==> config.mk <==
export PLATFORM = sky130hd
export DESIGN_NAME = reg_lock_sequencer
export DESIGN_NICKNAME = d
export VERILOG_FILES = /design/src/rtl/reg_lock_seq_pkg.sv /design/src/rtl/reg_lock_seq_grant_tracker.sv /design/src/rtl/reg_lock_sequencer.sv
export SDC_FILE = /design/constraint.sdc
export NUM_CORES = 1
export LEC_CHECK = 0
export CAP_MARGIN = 20
export CELL_PAD_IN_SITES_DETAIL_PLACEMENT = 2
export CELL_PAD_IN_SITES_GLOBAL_PLACEMENT = 2
export CORE_ASPECT_RATIO = 1.5
export CORE_MARGIN = 2
export CORE_UTILIZATION = 22
export CTS_BUF_LIST = sky130_fd_sc_hd__clkbuf_8
export DETAILED_ROUTE_END_ITERATION = 12
export MAX_ROUTING_LAYER = met4
export PLACE_DENSITY_LB_ADDON = 0.1
export SLEW_MARGIN = 20
export SYNTH_ARGS = -nofsm -noshare
export SYNTH_HDL_FRONTEND = slang
export SYNTH_SLANG_ARGS = --single-unit
==> constraint.sdc <==
create_clock -name clk -period 4.4 [get_ports clk]
set_input_delay 0.44 -clock clk [delete_from_list [all_inputs] [get_ports clk]]
set_output_delay 0.44 -clock clk [all_outputs]
set_load 0.02 [all_outputs]
==> src/rtl/reg_lock_seq_pkg.sv <==
// Shared types and constants for the register-lock sequencer.
//   seq_state_t    : sequencer FSM state encoding
//   PORT_A/B/D     : index of the source-A, source-B and destination port
//   NUM_SEQ_PORTS  : register-file ports driven by one sequencer
//   DATA_W         : register data width
package reg_lock_seq_pkg;

  typedef enum logic [2:0] {
    S_IDLE,
    S_ACQUIRE,
    S_EXEC,
    S_WAIT_WB,
    S_RELEASE
  } seq_state_t;

  localparam int PORT_A        = 0;
  localparam int PORT_B        = 1;
  localparam int PORT_D        = 2;
  localparam int NUM_SEQ_PORTS = 3;
  localparam int DATA_W        = 32;

endpackage

==> src/rtl/reg_lock_seq_grant_tracker.sv <==
// Per-port grant bookkeeping for one register-file port of the sequencer.
// Ports:
//   clk, rst     : clock, asynchronous active-high reset
//   clear        : new instruction accepted; forget everything
//   active       : sequencer is acquiring locks
//   used         : this port takes part in the current instruction
//   grant, rdata : grant and read data from the register file
//   done         : port needs nothing more (unused, already granted, or granted now)
//   data         : operand captured at the grant (read ports only)
//   early_pulse  : one-cycle early release, the cycle after capture
//   early_done   : early release already sent; lock no longer held
module reg_lock_seq_grant_tracker #(
  parameter int DATA_W     = 32,
  parameter bit CAPTURE_EN = 1'b1,
  parameter bit EARLY_EN   = 1'b0
) (
  input  logic              clk,
  input  logic              rst,
  input  logic              clear,
  input  logic              active,
  input  logic              used,
  input  logic              grant,
  input  logic [DATA_W-1:0] rdata,
  output logic              done,
  output logic [DATA_W-1:0] data,
  output logic              early_pulse,
  output logic              early_done
);

  logic flag;
  logic set_now;

  // A grant seen after the flag is set is ignored, so a dropped grant cannot
  // disturb the captured operand.
  assign set_now = active && used && grant && !flag;
  assign done    = flag || set_now || !used;

  always_ff @(posedge clk or posedge rst) begin
    if (rst) begin
      flag        <= 1'b0;
      data        <= '0;
      early_pulse <= 1'b0;
      early_done  <= 1'b0;
    end else if (clear) begin
      flag        <= 1'b0;
      data        <= '0;
      early_pulse <= 1'b0;
      early_done  <= 1'b0;
    end else begin
      if (set_now) flag <= 1'b1;
      if (set_now && CAPTURE_EN) data <= rdata;
      early_pulse <= set_now && CAPTURE_EN && EARLY_EN;
      if (early_pulse) early_done <= 1'b1;
    end
  end

endmodule

==> src/rtl/reg_lock_sequencer.sv <==
// Per-issue-slot sequencer: locks the source/destination registers of one
// instruction, captures operands, hands them to execute, takes the writeback
// and commits it while releasing the locks.
// Optional feature: define REG_LOCK_SEQ_EARLY_READ_RELEASE_EN to release each
// read lock the cycle after its operand is captured instead of in RELEASE.
// Ports:
//   clk, rst                  : clock, asynchronous active-high reset
//   issue_*/use_*/*_addr      : instruction offer and handshake
//   flush                     : abandon the current instruction (no commit)
//   port_*                    : three register-file port bundles (0=A, 1=B, 2=D)
//   op_valid/op_ready/op_a/b  : operand handoff to execute
//   wb_valid/wb_ready/wb_data : result from execute
//   busy                      : sequencer not idle
module reg_lock_sequencer
  import reg_lock_seq_pkg::*;
#(
  parameter  int NUM_PHY_REGS = 32,
  parameter  int ID_WIDTH     = 8,
  localparam int AW           = $clog2(NUM_PHY_REGS)
) (
  input  logic                                      clk,
  input  logic                                      rst,
  input  logic                                      issue_valid,
  output logic                                      issue_ready,
  input  logic [ID_WIDTH-1:0]                       issue_id,
  input  logic [AW-1:0]                             src_a_addr,
  input  logic [AW-1:0]                             src_b_addr,
  input  logic [AW-1:0]                             dst_addr,
  input  logic                                      use_a,
  input  logic                                      use_b,
  input  logic                                      use_dst,
  input  logic                                      flush,
  output logic [NUM_SEQ_PORTS-1:0][AW-1:0]          port_addr,
  output logic [NUM_SEQ_PORTS-1:0]                  port_req_read,
  output logic [NUM_SEQ_PORTS-1:0]                  port_req_write,
  output logic [NUM_SEQ_PORTS-1:0]                  port_release,
  output logic [NUM_SEQ_PORTS-1:0][ID_WIDTH-1:0]    port_issue_id,
  output logic [NUM_SEQ_PORTS-1:0][DATA_W-1:0]      port_wdata,
  input  logic [NUM_SEQ_PORTS-1:0][DATA_W-1:0]      port_rdata,
  input  logic [NUM_SEQ_PORTS-1:0]                  port_grant,
  output logic                                      op_valid,
  input  logic                                      op_ready,
  output logic [DATA_W-1:0]                         op_a,
  output logic [DATA_W-1:0]                         op_b,
  input  logic                                      wb_valid,
  output logic                                      wb_ready,
  input  logic [DATA_W-1:0]                         wb_data,
  output logic                                      busy
);

`ifdef REG_LOCK_SEQ_EARLY_READ_RELEASE_EN
  localparam bit EARLY_RD_REL = 1'b1;
`else
  localparam bit EARLY_RD_REL = 1'b0;
`endif

  seq_state_t                         state, state_nxt;
  logic [NUM_SEQ_PORTS-1:0]           use_q;
  logic [NUM_SEQ_PORTS-1:0][AW-1:0]   addr_q;
  logic [ID_WIDTH-1:0]                id_q;
  logic [DATA_W-1:0]                  wdata_q;
  logic                               commit_q;
  logic                               accept;
  logic                               acquiring;
  logic [NUM_SEQ_PORTS-1:0]           done;
  logic [NUM_SEQ_PORTS-1:0]           early_pulse;
  logic [NUM_SEQ_PORTS-1:0]           early_done;
  logic [DATA_W-1:0]                  cap_data [NUM_SEQ_PORTS];
  logic                               unused_dst_data;

  assign issue_ready = (state == S_IDLE);
  assign accept      = issue_valid && issue_ready;
  assign acquiring   = (state == S_ACQUIRE);

  for (genvar i = 0; i < NUM_SEQ_PORTS; i++) begin : g_trk
    reg_lock_seq_grant_tracker #(
      .DATA_W    (DATA_W),
      .CAPTURE_EN(i != PORT_D),
      .EARLY_EN  (EARLY_RD_REL && (i != PORT_D))
    ) u_trk (
      .clk        (clk),
      .rst        (rst),
      .clear      (accept),
      .active     (acquiring),
      .used       (use_q[i]),
      .grant      (port_grant[i]),
      .rdata      (port_rdata[i]),
      .done       (done[i]),
      .data       (cap_data[i]),
      .early_pulse(early_pulse[i]),
      .early_done (early_done[i])
    );
  end

  assign op_a            = cap_data[PORT_A];
  assign op_b            = cap_data[PORT_B];
  assign unused_dst_data = ^cap_data[PORT_D];

  always_ff @(posedge clk or posedge rst) begin
    if (rst) state <= S_IDLE;
    else     state <= state_nxt;
  end

  // commit_q marks that a real result was taken; a flushed instruction
  // reaches RELEASE without it, which suppresses the commit write.
  always_ff @(posedge clk or posedge rst) begin
    if (rst) begin
      use_q    <= '0;
      addr_q   <= '0;
      id_q     <= '0;
      wdata_q  <= '0;
      commit_q <= 1'b0;
    end else begin
      if (accept) begin
        use_q            <= {use_dst, use_b, use_a};
        addr_q[PORT_A]   <= src_a_addr;
        addr_q[PORT_B]   <= src_b_addr;
        addr_q[PORT_D]   <= dst_addr;
        id_q             <= issue_id;
        commit_q         <= 1'b0;
      end
      if (state == S_WAIT_WB && wb_valid) begin
        wdata_q  <= wb_data;
        commit_q <= 1'b1;
      end
    end
  end

  always_comb begin
    state_nxt = state;
    case (state)
      S_IDLE:    if (accept) state_nxt = S_ACQUIRE;
      S_ACQUIRE: begin
        if (flush)      state_nxt = S_RELEASE;
        else if (&done) state_nxt = S_EXEC;
      end
      S_EXEC: begin
        if (flush)         state_nxt = S_RELEASE;
        else if (op_ready) state_nxt = use_q[PORT_D] ? S_WAIT_WB : S_RELEASE;
      end
      S_WAIT_WB: if (wb_valid) state_nxt = S_RELEASE;
      S_RELEASE: state_nxt = S_IDLE;
      default:   state_nxt = S_IDLE;
    endcase
  end

  always_comb begin
    port_addr      = addr_q;
    port_req_read  = '0;
    port_req_write = '0;
    port_release   = '0;
    port_issue_id  = '0;
    port_wdata     = '0;
    for (int i = 0; i < NUM_SEQ_PORTS; i++) begin
      port_issue_id[i] = id_q;
      port_req_read[i] = (i != PORT_D) && (state != S_IDLE) && use_q[i] && !early_done[i];
      port_release[i]  = early_pulse[i] ||
                         ((state == S_RELEASE) && use_q[i] && !early_done[i]);
    end
    port_req_write[PORT_D] = (state != S_IDLE) && use_q[PORT_D] &&
                             ((state != S_RELEASE) || commit_q);
    if (state == S_RELEASE && commit_q) port_wdata[PORT_D] = wdata_q;
  end

  assign op_valid = (state == S_EXEC);
  assign wb_ready = (state == S_WAIT_WB);
  assign busy     = (state != S_IDLE);

endmodule

==> results of run 1 <==
## worst max-delay path, cell delays in order (launching register included)
cell             delay (ns)
dfrtp_1                0.60
nand2_1                0.15
nor3_2                 0.13
buf_4                  0.30
and2_1                 0.18
clkdlybuf4s50_1        0.65
## logic make-up after synthesis
| logic type | count (synthesis) | share of synthesized area [%] |
|---|---|---|
| mux | 96 | 15.7 |
| compound gates | 11 | 1.30 |
| other cells | 1 | 0.0589 |
| flops | 129 | 50.7 |
| simple gates | 210 | 15.0 |
| buf+inv | 180 | 17.3 |
## how the worst max path moves through the flow
| stage | start | endpoint | slack (ns) | cells after the start |
|---|---|---|---|---|
| after floorplan | rst | commit_q | 0.52 | 1 |
| after global placement | state[2] | port_wdata[70] | 2.00 | 5 |
| after detailed placement | state[2] | port_wdata[70] | 1.93 | 5 |
| after CTS | state[2] | port_wdata[70] | 1.38 | 5 |
| after global routing | state[2] | port_wdata[70] | 1.27 | 5 |
| final | state[2] | port_wdata[70] | 1.46 | 5 |
## through the flow
stage / hold WS, ns / power (W) / worst slack (ns)
after floorplan: 0.446 / 0.00344 / 0.519
after global placement: 0.461 / 0.00445 / 2.00
after detailed placement: 0.470 / 0.00456 / 1.93
after CTS: 0.451 / 0.00551 / 1.38
after global routing: 0.481 / 0.00577 / 1.27
final: 0.477 / 0.00538 / 1.46
## Yosys cell counts
| master | instances | area share [%] |
|---|---|---|
| a2111oi_0 | 1 | 0.14 |
| a211oi_1 | 2 | 0.24 |
| a21boi_0 | 1 | 0.12 |
| a31oi_1 | 3 | 0.29 |
| a32o_1 | 1 | 0.16 |
| and2_1 | 33 | 3.2 |
| and3_1 | 4 | 0.39 |
| and3b_1 | 1 | 0.14 |
| buf_2 | 6 | 0.47 |
| buf_4 | 86 | 10 |
| buf_6 | 8 | 1.4 |
| buf_8 | 3 | 0.71 |
| clkbuf_1 | 9 | 0.53 |
| conb_1 | 1 | 0.059 |
| dfrtp_1 | 129 | 51 |
| inv_1 | 68 | 4.0 |
| mux2_2 | 32 | 5.7 |
| mux2i_1 | 64 | 10 |
| nand2_1 | 147 | 8.7 |
| nand3_1 | 1 | 0.078 |
| nand4_1 | 1 | 0.098 |
| nor2_1 | 8 | 0.47 |
| nor2b_1 | 4 | 0.39 |
| nor3_1 | 2 | 0.16 |
| nor3_4 | 1 | 0.26 |
| nor3b_1 | 4 | 0.47 |
| nor4b_1 | 1 | 0.14 |
| nor4bb_1 | 1 | 0.16 |
| o21ai_0 | 1 | 0.078 |
| o32ai_1 | 2 | 0.28 |
| or3b_4 | 1 | 0.18 |
| or4b_2 | 1 | 0.16 |
## power groups by stage
stage          registers [W]  clock network, W  logic (W)
2_1_floorplan        0.00227                 0    0.00117
3_3_place_gp         0.00195                 0    0.00250
3_5_place_dp         0.00200                 0    0.00256
4_1_cts              0.00198          0.000964    0.00257
5_1_grt              0.00205          0.000993    0.00273
6_report             0.00197          0.000901    0.00252
## routing by layer
| layer | GRT usage (%) | vias up |
|---|---|---|
| li1 | - | 2308 |
| met1 | 14.3 | 2503 |
| met2 | 26.5 | 213 |
| met3 | 3.04 | 29 |
| met4 | 6.59 | 0 |
| met5 | - | - |
## cell type report
class | count | area, um2 | share of cell area, %
multi-input cells | 384 | 2300 | 24.4
repair buffers | 283 | 2830 | 30.0
clock buffers | 19 | 262 | 2.77
inverters | 68 | 260 | 2.75
flip-flops and latches | 129 | 3230 | 34.2
well taps | 390 | 488 | 5.17
clock inverters | 12 | 71.3 | 0.755
## state kept, by name (all words and copies together), names as in the netlist
name / flops
port_addr: 15
id_q: 8
wdata_q: 32
commit_q: 1
use_q: 3
g_trk.u_trk.data: 64
g_trk.u_trk.flag: 3
state: 3
==> flow_metrics.py, run 1 <==
metrics = {
    "power": {
        "p_per_area_nw_per_um2": 570,
        "internal-power_w": 0.00322,
        "leakage_nw": 4.58,
        "clkPwrFrac_pct": 16.7,
        "switchingPower_w": 0.00217,
        "p_sw_share_pct": 40.3,
        "combPwrFrac_pct": 46.7,
        "seqPwrFrac_pct": 36.5,
        "ir_drop_mv": 0.188,
    },
    "cts": {
        "clock-sinks": 129,
        "insertion_delay_ns": 0.48,
        "cts_made_buffers": 17,
        "htreeDepth": 4,
        "postCtsSetupBuffers": 0,
        "cts_max_path_buffers": 2,
        "cts_resized": 0,
        "cts_hold_buf": 0,
        "cts_tree": "yes",
        "clk_pin_slew_worst_paths_ns": 0.07,
        "cts_root_buffer": "clkbuf_8",
    },
    "worst_setup_path": {
        "crit_required_ns": 3.96,
        "r2r_cells": 4,
        "worstReg2RegEnd": "wdata_q[21]",
        "arrival_ns": 2.50,
        "r2r_slack_ns": 2.22,
        "r2r-start": "state[0]",
        "path_class": "register to output pin",
        "startpoint_type": "register",
        "crit_path_end_kind": "output pin",
        "worstPathMaxFanout": 32,
    },
    "finish": {
        "stdcell_area_um2": 9450,
        "utilization_pct": 33.0,
        "drive_gt1_share_pct": 8.38,
        "final_cells": 1285,
        "final_common_cell": "clkdlybuf4s50_1",
        "layout_common_cells": "275 x clkdlybuf4s50_1, 147 x nand2_1, 129 x dfrtp_1, 69 x inv_1, 67 x conb_1",
        "num-fill-cells": 3145,
        "area_growth_pct": 48.3,
        "nets": 1046,
        "antenna_cells": 0,
    },
    "placed_design": {
        "post-place-cells": 1253,
        "place_congestion": 0.714,
        "io_buffers": 275,
        "placed_cell_area_um2": 9090,
        "dp_hpwl_um": 15700,
    },
    "yosys": {
        "ys_types": 32,
        "ys_seq_area_share_pct": 50.7,
        "synth.cell_area_um2": 6370,
        "ys_warn_count": 0,
        "synth_cells": 627,
        "yosys_register_bits": 129,
        "post_synth.cell_area_avg_um2": 10.2,
    },
    "grt": {
        "grt_usage_pct": 14.4,
        "grt_max_degree": 92,
        "grt_pass1_wl_um": 31900,
        "grt_pass1_vias": 5679,
        "grt_antenna_before_repair": 0,
        "grt_overflow": 0,
    },
    "hold_path": {
        "hold_depth": 2,
        "hold_start": "port_addr[2]",
        "hold_path_end": "port_addr[2]",
        "hold_path.class": "register to register",
    },
    "sta": {
        "fmax_mhz": 340,
        "rsz0062_at_grt": "false",
        "skew_ns": 0.0128,
        "fin_crit_ns": 2.94,
        "slew_headroom_pct": 46.1,
        "setup_violations": 0,
        "period_share_pct": 66.8,
        "hold_viol": 0,
        "fin_setup_tns_ns": 0,
        "worst_pin_slew_ns": 0.808,
        "slew_violations": 0,
    },
    "routing": {
        "avgViaCountPerCell": 3.93,
        "drcViolationCount": 0,
        "met1_length_um": 7620,
        "drtIter0Drc": 91,
        "via_count": 5053,
        "top_layer": "met4",
        "wl_per_cell_um": 16.4,
        "antenna_left": 0,
        "met2_length_um": 11700,
        "dr.pass1.iters": 4,
        "wl_um": 21000,
        "wl_met3_um": 1250,
    },
    "floorplan": {
        "core_um2": 28600,
        "design.die.area_um2": 30400,
        "io_pins": 375,
        "dieHeight_um": 212,
        "die_w_um": 143,
        "start_util_pct": 22.3,
        "rows": 76,
    },
    "outcome": {
        "status": "completed",
    },
    "job": {
        "drv_cap": 0,
    },
}
No activity file was read; power rests on OpenSTA's default activity.
==> inputs of run 2 (changes only) <==
==> constraint.sdc (replaced) <==
create_clock -name clk -period 3 [get_ports clk]
set_input_delay 0.3 -clock clk [delete_from_list [all_inputs] [get_ports clk]]
set_output_delay 0.3 -clock clk [all_outputs]
set_load 0.02 [all_outputs]
==> run 2 against run 1 <==
Compared with the run above:
- critical path depth unchanged
- final cell count about the same
- wire length increased by 0.47%
- final area increased by 0.82%
- die area unchanged
- combinational power increased by 47%
- largest power group unchanged
- setup slack got worse by 1.2 ns
==> flow_metrics.py, run 2 (same netlist as run 1, synthesis figures left out) <==
metrics = {
    "grt": {
        "grt_pass1_wl_um": 32000,
        "grt_pass1_vias": 5600,
        "grt_max_degree": 92,
        "grt_usage_pct": 14.4,
        "grt_overflow": 0,
        "grt_antenna_before_repair": 0,
    },
    "cts": {
        "cts_root_buffer": "clkbuf_8",
        "cts_hold_buf": 0,
        "clk_pin_slew_worst_paths_ns": 0.08,
        "cts_max_path_buffers": 2,
        "insertion_delay_ns": 0.47,
        "cts_resized": 0,
        "clock-sinks": 129,
        "cts_made_buffers": 17,
        "postCtsSetupBuffers": 0,
        "cts_tree": "yes",
        "htreeDepth": 4,
    },
    "power": {
        "switchingPower_w": 0.00317,
        "p_sw_share_pct": 39.3,
        "internal-power_w": 0.00489,
        "p_per_area_nw_per_um2": 847,
        "leakage_nw": 4.63,
        "seqPwrFrac_pct": 35.7,
        "ir_drop_mv": 0.316,
        "clkPwrFrac_pct": 18.5,
        "combPwrFrac_pct": 45.8,
    },
    "sta": {
        "setup_violations": 0,
        "rsz0062_at_grt": "false",
        "fin_setup_tns_ns": 0,
        "skew_ns": 0.00951,
        "worst_pin_slew_ns": 0.609,
        "hold_viol": 0,
        "slew_violations": 0,
        "fmax_mhz": 362,
        "fin_crit_ns": 2.76,
        "period_share_pct": 92.1,
        "slew_headroom_pct": 59.3,
    },
    "worst_setup_path": {
        "r2r_slack_ns": 0.81,
        "path_class": "register to output pin",
        "crit_cells": 5,
        "cp-startpoint": "state[2]",
        "r2r_cells": 4,
        "startpoint_type": "register",
        "critPathBufInv": 2,
        "crit_required_ns": 2.70,
        "critical-path-top-delay-family": "buffers and inverters",
        "crit_path_end_kind": "output pin",
        "arrival_ns": 2.46,
        "worstReg2RegEnd": "g_trk[0].u_trk.data[4]",
        "path_cells": "nand2_1 -> nor3_2 -> buf_4 -> and2_1 -> clkdlybuf4s50_1",
        "r2r-start": "state[0]",
        "worstPathMaxFanout": 32,
        "slowest_delay_ns": 0.64,
        "crit_path_top_delay_cell": "clkdlybuf4s50_1",
        "crit_end": "port_wdata[72]",
    },
    "finish": {
        "area_growth_pct": 49.5,
        "final_common_cell": "clkdlybuf4s50_1",
        "num-fill-cells": 3143,
        "antenna_cells": 0,
        "largest-register": "g_trk.u_trk.data",
        "largest_reg_flops": 64,
        "drive_gt1_share_pct": 8.26,
        "layout_common_cells": "275 x clkdlybuf4s50_1, 147 x nand2_1, 129 x dfrtp_1, 71 x inv_1, 67 x conb_1",
        "utilization_pct": 33.3,
        "nets": 1047,
    },
    "placed_design": {
        "dp_hpwl_um": 15500,
        "place_congestion": 0.729,
        "io_buffers": 275,
    },
    "floorplan": {
        "start_util_pct": 22.3,
        "rows": 76,
        "dieHeight_um": 212,
        "design.die.area_um2": 30400,
        "die_w_um": 143,
        "io_pins": 375,
        "core_um2": 28600,
    },
    "routing": {
        "wl_um": 21100,
        "avgViaCountPerCell": 3.93,
        "antenna_left": 0,
        "drcViolationCount": 0,
        "via_count": 5057,
        "wl_per_cell_um": 16.4,
        "drtIter0Drc": 151,
        "dr.pass1.iters": 4,
    },
    "job": {
        "drv_cap": 0,
    },
    "outcome": {
        "status": "completed",
    },
    "hold_path": {
        "hold_path.class": "input pin to async pin",
    },
}
==> run 2: cell count changes in the layout (fill, tap and decap cells not counted) <==
cell | previous run | this run
clkbuf_8 | 19 | 23
clkinv_2 | 5 | 2
buf_12 | 0 | 2
clkinvlp_4 | 4 | 2
inv_1 | 69 | 71
buf_4 | 7 | 6
bufinv_16 | 0 | 1
clkinv_4 | 1 | 0
inv_6 | 1 | 0
==> run 2: cell type report <==
class,instances,area (um2),area share [%]
Multi-Input combinational cell,384,2300,24.2
Clock inverter,8,62.6,0.657
Timing Repair Buffer,284,2870,30.1
Sequential cell,129,3230,33.9
Clock buffer,23,317,3.32
Inverter,68,259,2.72
Tap cell,390,488,5.12
==> run 2: layer usage <==
metal / GRT usage [%] / routed length (um) / vias up
li1: - / - / 2310
met3: 3.78 / 1310 / 25
met1: 14.8 / 7700 / 2509
met5: - / 0 / -
met2: 26.1 / 11700 / 213
met4: 5.67 / 419 / 0
==> run 2: worst reg2reg max path, delay by kind of cell (launching register included) <==
family / cells / cell delay [ns]
buffers and inverters: 1 / 0.49
flip-flops: 1 / 0.63
multiplexers: 1 / 0.33
AND/OR/NAND/NOR: 2 / 0.65
==> run 2: worst min path at each step <==
stage | startpoint | endpoint | cells past startpoint
2_1_floorplan | issue_id[0] | id_q[0] | 2
3_3_place_gp | port_addr[1] | port_addr[1] | 2
3_5_place_dp | port_addr[14] | port_addr[14] | 2
4_1_cts | rst | g_trk[1].u_trk.data[28] | 2
5_1_grt | rst | port_addr[0] | 2
6_report | rst | g_trk[1].u_trk.data[28] | 2
==> run 2: per-stage QoR <==
| step | power [W] | hold WS [ns] | worst slack [ns] | std cells | cell area [um2] |
|---|---|---|---|---|---|
| 6_report | 0.00806 | 0.256 | 0.236 | 1286 | 9520 |
| 5_1_grt | 0.00865 | 0.263 | 0.000456 | 1286 | 9520 |
| 4_1_cts | 0.00824 | 0.230 | 0.125 | 1285 | 9500 |
| 3_5_place_dp | 0.00668 | 0.469 | 0.691 | 1254 | 9120 |
| 3_3_place_gp | 0.00652 | 0.464 | 0.737 | 1254 | 9120 |
| 2_1_floorplan | 0.00504 | 0.405 | 1.10 | 693 | 6620 |
==> run 2: power groups by stage <==
stage                     registers [W]  logic, W  clock network [W]
after global placement          0.00286   0.00366                  0
after floorplan                 0.00333   0.00172                  0
after CTS                       0.00290   0.00376            0.00158
final                           0.00288   0.00370            0.00149
after global routing            0.00300   0.00400            0.00165
after detailed placement        0.00293   0.00375                  0
